--- config.mk ---
export PLATFORM = sky130hd
export DESIGN_NAME = uart_rx_axis_master
export DESIGN_NICKNAME = d
export VERILOG_FILES = /design/src/rtl/uart_rx_axis_master.sv
export SDC_FILE = /design/constraint.sdc
export NUM_CORES = 1
export LEC_CHECK = 0
export CAP_MARGIN = 30
export CORE_MARGIN = 5
export CORE_UTILIZATION = 58
export CTS_BUF_LIST = sky130_fd_sc_hd__clkbuf_2 sky130_fd_sc_hd__clkbuf_4 sky130_fd_sc_hd__clkbuf_8
export CTS_CLUSTER_SIZE = 10
export DETAILED_ROUTE_END_ITERATION = 6
export PLACE_DENSITY = 0.93
export RECOVER_POWER = 25
export SLEW_MARGIN = 20
export SYNTH_ARGS = -nofsm -noshare
export SYNTH_HDL_FRONTEND = slang
export SYNTH_SLANG_ARGS = --single-unit
--- constraint.sdc ---
create_clock -name M_AXIS_ACLK -period 2.7 [get_ports M_AXIS_ACLK]
set_input_delay 0.54 -clock M_AXIS_ACLK [delete_from_list [all_inputs] [get_ports M_AXIS_ACLK]]
set_output_delay 0.54 -clock M_AXIS_ACLK [all_outputs]
set_load 0.01 [all_outputs]
--- src/rtl/uart_rx_axis_master.sv ---
// 8N1 UART receiver that packs four bytes (first byte in [7:0]) into one
// 32-bit AXI4-Stream beat held in a single-word output buffer.
module uart_rx_axis_master #(
  parameter int DIV = 868,
  parameter int C_M_AXIS_TDATA_WIDTH = 32
) (
  input  logic                            M_AXIS_ACLK,
  input  logic                            M_AXIS_ARESETN,
  input  logic                            rxd,
  output logic                            M_AXIS_TVALID,
  output logic [C_M_AXIS_TDATA_WIDTH-1:0] M_AXIS_TDATA,
  input  logic                            M_AXIS_TREADY,
  output logic                            frame_err,
  output logic                            overrun,
  output logic [1:0]                      dbg_state
);

  localparam logic [1:0] ST_IDLE  = 2'd0;
  localparam logic [1:0] ST_START = 2'd1;
  localparam logic [1:0] ST_DATA  = 2'd2;
  localparam logic [1:0] ST_STOP  = 2'd3;

  localparam logic [9:0] DIV_M1  = 10'(DIV - 1);
  localparam logic [9:0] HALF_M1 = 10'(DIV / 2 - 1);

  logic                            rx_meta_q;
  logic                            rxs_q;
  logic                            rxs_prev_q;
  logic [1:0]                      state_q, state_d;
  logic [9:0]                      cnt_q, cnt_d;
  logic [2:0]                      bit_q, bit_d;
  logic [7:0]                      shift_q, shift_d;
  logic [1:0]                      idx_q, idx_d;
  logic [23:0]                     pack_q, pack_d;
  logic [C_M_AXIS_TDATA_WIDTH-1:0] tdata_q, tdata_d;
  logic                            tvalid_q, tvalid_d;
  logic                            ferr_q, ferr_d;
  logic                            ovr_q, ovr_d;
  logic                            word_done;

  // Stream port: a beat transfers on a rising edge where TVALID and TREADY are
  // both high. TVALID comes straight from a flop, and TDATA only changes when
  // the buffer is empty or is being emptied in that same cycle.
  always_comb begin
    state_d   = state_q;
    cnt_d     = cnt_q + 10'd1;
    bit_d     = bit_q;
    shift_d   = shift_q;
    idx_d     = idx_q;
    pack_d    = pack_q;
    tdata_d   = tdata_q;
    tvalid_d  = tvalid_q;
    ferr_d    = 1'b0;
    ovr_d     = 1'b0;
    word_done = 1'b0;

    if (tvalid_q && M_AXIS_TREADY) tvalid_d = 1'b0;

    case (state_q)
      ST_IDLE: begin
        cnt_d = 10'd0;
        if (rxs_prev_q && !rxs_q) begin
          state_d = ST_START;
          bit_d   = 3'd0;
        end
      end
      ST_START: begin
        if (cnt_q == HALF_M1) begin
          cnt_d   = 10'd0;
          state_d = rxs_q ? ST_IDLE : ST_DATA;
        end
      end
      ST_DATA: begin
        if (cnt_q == DIV_M1) begin
          cnt_d   = 10'd0;
          shift_d = {rxs_q, shift_q[7:1]};
          bit_d   = bit_q + 3'd1;
          if (bit_q == 3'd7) state_d = ST_STOP;
        end
      end
      default: begin
        // Leave at mid stop bit so an immediately following start edge is seen.
        if (cnt_q == DIV_M1) begin
          cnt_d   = 10'd0;
          state_d = ST_IDLE;
          if (rxs_q) begin
            idx_d = idx_q + 2'd1;
            case (idx_q)
              2'd0:    pack_d[7:0]   = shift_q;
              2'd1:    pack_d[15:8]  = shift_q;
              2'd2:    pack_d[23:16] = shift_q;
              default: word_done     = 1'b1;
            endcase
          end else begin
            ferr_d = 1'b1;
            idx_d  = 2'd0;
          end
        end
      end
    endcase

    if (word_done) begin
      if (!tvalid_q || M_AXIS_TREADY) begin
        tdata_d  = {shift_q, pack_q};
        tvalid_d = 1'b1;
      end else begin
        ovr_d = 1'b1;
      end
    end
  end

  always_ff @(posedge M_AXIS_ACLK or negedge M_AXIS_ARESETN) begin
    if (!M_AXIS_ARESETN) begin
      rx_meta_q  <= 1'b1;
      rxs_q      <= 1'b1;
      rxs_prev_q <= 1'b1;
      state_q    <= ST_IDLE;
      cnt_q      <= 10'd0;
      bit_q      <= 3'd0;
      shift_q    <= 8'd0;
      idx_q      <= 2'd0;
      pack_q     <= 24'd0;
      tdata_q    <= '0;
      tvalid_q   <= 1'b0;
      ferr_q     <= 1'b0;
      ovr_q      <= 1'b0;
    end else begin
      rx_meta_q  <= rxd;
      rxs_q      <= rx_meta_q;
      rxs_prev_q <= rxs_q;
      state_q    <= state_d;
      cnt_q      <= cnt_d;
      bit_q      <= bit_d;
      shift_q    <= shift_d;
      idx_q      <= idx_d;
      pack_q     <= pack_d;
      tdata_q    <= tdata_d;
      tvalid_q   <= tvalid_d;
      ferr_q     <= ferr_d;
      ovr_q      <= ovr_d;
    end
  end

  assign M_AXIS_TVALID = tvalid_q;
  assign M_AXIS_TDATA  = tdata_q;
  assign frame_err     = ferr_q;
  assign overrun       = ovr_q;
  assign dbg_state     = state_q;

endmodule

==> reports/metrics.csv <==
metric,value,unit
cts_setup_buffers,0,
finalHoldViolCount,0,
yosys.area.top_type_share,59.1,%
ys_types,35,
min_period_over_period,83.3,%
tightest_slew,1.27,ns
synth_area_per_cell,14.3,um2
path_max_fanout,32,
slew_headroom,15.6,%
cp-startpoint,cnt_q[0]$_DFF_PN0_,
fmax,0.445,GHz
ctsResizeCount,0,
detail-route-antenna-nets,0,
synth-edff-count,0,
dieArea,0.00780,mm2
swShare,25.1,%
dp_hpwl,4470,um
setup_tns,0,ns
drt_first_pass_iters,4,
grt_max_degree,52,
hold_buffers,0,
synth_area,0.00356,mm2
grt_util_met2,32.4,%
finish.utilization,71.3,%
h-tree-depth,3,
intPower,1.89,mW
synth_area_leaders,"dfrtp_1 59%, mux2_2 11%, mux2_1 9.5%",
syn_to_final_growth,19.4,%
antenna_found_initial,0,
syn_nets,261,
synth_common_cells,"84 x dfrtp_1, 36 x mux2_2, 30 x mux2_1, 15 x nand2_1, 13 x nor2_1",
cts_buffer_depth,2,
place_inst,360,
layout_setup_ws,0.451,ns
syn_inst,249,
setup_viol,0,
crit_chain,ha_1 -> nand4bb_1 -> nor4_4 -> and3_1 -> buf_12 -> mux2_1,
fin_crit,2.25,ns
met1_usage,22.6,%
numCtsBuffers,9,
viasPerCell,5.56,
cts_root_buf,clkbuf_8,
drc,0,
switchingPower,0.633,mW
drv_cap,0,
rsz0062_at_grt,false,
status,"finished, final reports clean",
leakage,2.08,nW
hp-class,reg -> reg,
worstPathRequired,2.93,ns
hold_slack,0.359,ns
placed_cell_area,0.00405,mm2
end_kind,flip-flop,
slowest_stage,dfrtp_1,
row_count,28,
die_w,88.3,um
grt_pass1_wl,10900,um
critPathMaxStageDelay,0.41,ns
grt_pass1_vias,2234,
ir_worst_vdd,0.000503,V
num-nets-final,308,
synthArstFlopShare,100,%
synth_seq_area_share,61.3,%
power,2.52,mW
synth_most_common_cell,dfrtp_1,
drtIter0Drc,64,
top_usage_layer,met2,
clkLatencyLatePin,0.34,ns
coreArea,0.00596,mm2
startpoint_type,flip-flop,
numPortBuffers,40,
fp.dieH,88.3,um
cp_top_family,simple AND/OR/NAND/NOR gates,
routedWlPerCell,17.2,um
stdcell_count,376,
path_clk_slew,0.08,ns
vias,2091,
fin_worst_skew,0.00565,ns
antenna_cells,0,
met3_usage,3.07,%
tritoncts,yes,
gp_congestion,0.808,
seqPwrFrac,57.0,%
reg2reg_from,cnt_q[0]$_DFF_PN0_,
drive_above_1_share,20.3,%
p_comb_share,6.6,%
place_ws,0.471,ns
slew_violations,0,
start_util,59.8,%
final_area,0.00425,mm2
wl,6470,um
hold_start,rx_meta_q$_DFF_PN1_,
r2r_slack,0.45,ns
synth_top_area_cell,dfrtp_1,
cp.buffers_inverters,1,
io_pins,41,
power.density,594,mW/mm2
clock_sinks,87,
power_frac_clock,36.3,%
ys.warnings.count,0,
synthFlopType,dfrtp_1,
ys_ff_latch,87,
overflow,0,
worstPathArrival,2.47,ns
track_usage,18.5,%
worstSetupPathType,reg -> reg,
[path summary, 6_finish.rpt]
check	to	cells past startpoint
worst max-delay path	M_AXIS_TDATA[27]$_DFFE_PN0P_	6
worst min-delay path	rxs_q$_DFF_PN1_	0
worst max register to register	M_AXIS_TDATA[27]$_DFFE_PN0P_	6
worst min register to register	rxs_q$_DFF_PN1_	0
max in group asynchronous	pack_q[19]$_DFFE_PN0P_	2
min in group asynchronous	M_AXIS_TDATA[13]$_DFFE_PN0P_	1
[routing by layer]
metal / vias to the layer above / wire length [um]
met5: - / 0
met3: 11 / 192
met1: 1071 / 2710
met2: 35 / 3470
met4: 0 / 97
li1: 974 / -
[power by group through the flow]
stage | combinational [mW] | clock, mW | sequential, mW
5_1_grt | 0.196 | 0.992 | 1.45
4_1_cts | 0.172 | 0.933 | 1.44
2_1_floorplan | 0.131 | 0 | 1.44
3_5_place_dp | 0.172 | 0 | 1.46
6_report | 0.167 | 0.917 | 1.44
3_3_place_gp | 0.164 | 0 | 1.46
[state kept, by name, indices dropped and copies added (netlist names)]
| name | flops |
|---|---|
| overrun | 1 |
| M_AXIS_TDATA | 32 |
| rx_meta_q | 1 |
| frame_err | 1 |
| bit_q | 3 |
| rxs_prev_q | 1 |
| shift_q | 8 |
| pack_q | 24 |
| idx_q | 2 |
| cnt_q | 10 |
| rxs_q | 1 |
| dbg_state | 2 |
| M_AXIS_TVALID | 1 |
[kinds of logic (layout without fill, tap and decap cells)]
logic type / Yosys count / in the layout / synth area share (%)
muxes: 66 / 66 / 20.9
buffers and inverters: 10 / 62 / 1.72
and+or+nand+nor: 60 / 60 / 9.42
AOI/OAI and AO/OA: 10 / 10 / 1.93
adders and majority gates: 8 / 8 / 2.81
xor gates and xnor gates: 8 / 8 / 1.97
DFF: 87 / 87 / 61.3
[cells in the final DEF, fill, tap and decap left out, drive strengths merged, types with 2 or more instances in the layout]
cell type / Yosys / layout
nor3: 3 / 3
inv: 4 / 5
xor2: 3 / 3
o21ai: 3 / 3
clkdlybuf4s50: 0 / 38
nor4: 3 / 3
dfrtp: 84 / 84
dfstp: 3 / 3
nor2b: 3 / 3
xnor2: 5 / 5
ha: 8 / 8
nor2: 13 / 13
nand4: 3 / 3
o211ai: 3 / 3
nor4bb: 3 / 3
nand2: 16 / 16
buf: 4 / 2
and3: 2 / 2
clkbuf: 2 / 11
mux2: 66 / 66
nand3: 8 / 8
clkinv: 0 / 3
[final cells by class]
cell class                 instances  area [um2]
clock inverter                     6        68.8
sequential                        87        2180
timing repair buffer              42         435
multi-input combinational        152        1320
clock buffer                      10         138
fill                             410        1710
tap                               75        93.8
inverter                           4        15.0
[worst register-to-register path: cells and delay by family (launching register included)]
kind,cells,cell delay [ns]
DFF,1,0.41
buffers and inverters,1,0.22
and+or+nand+nor,3,0.89
muxes,1,0.36
adders and majority gates,1,0.25
(Power assumes the default switching activity.)
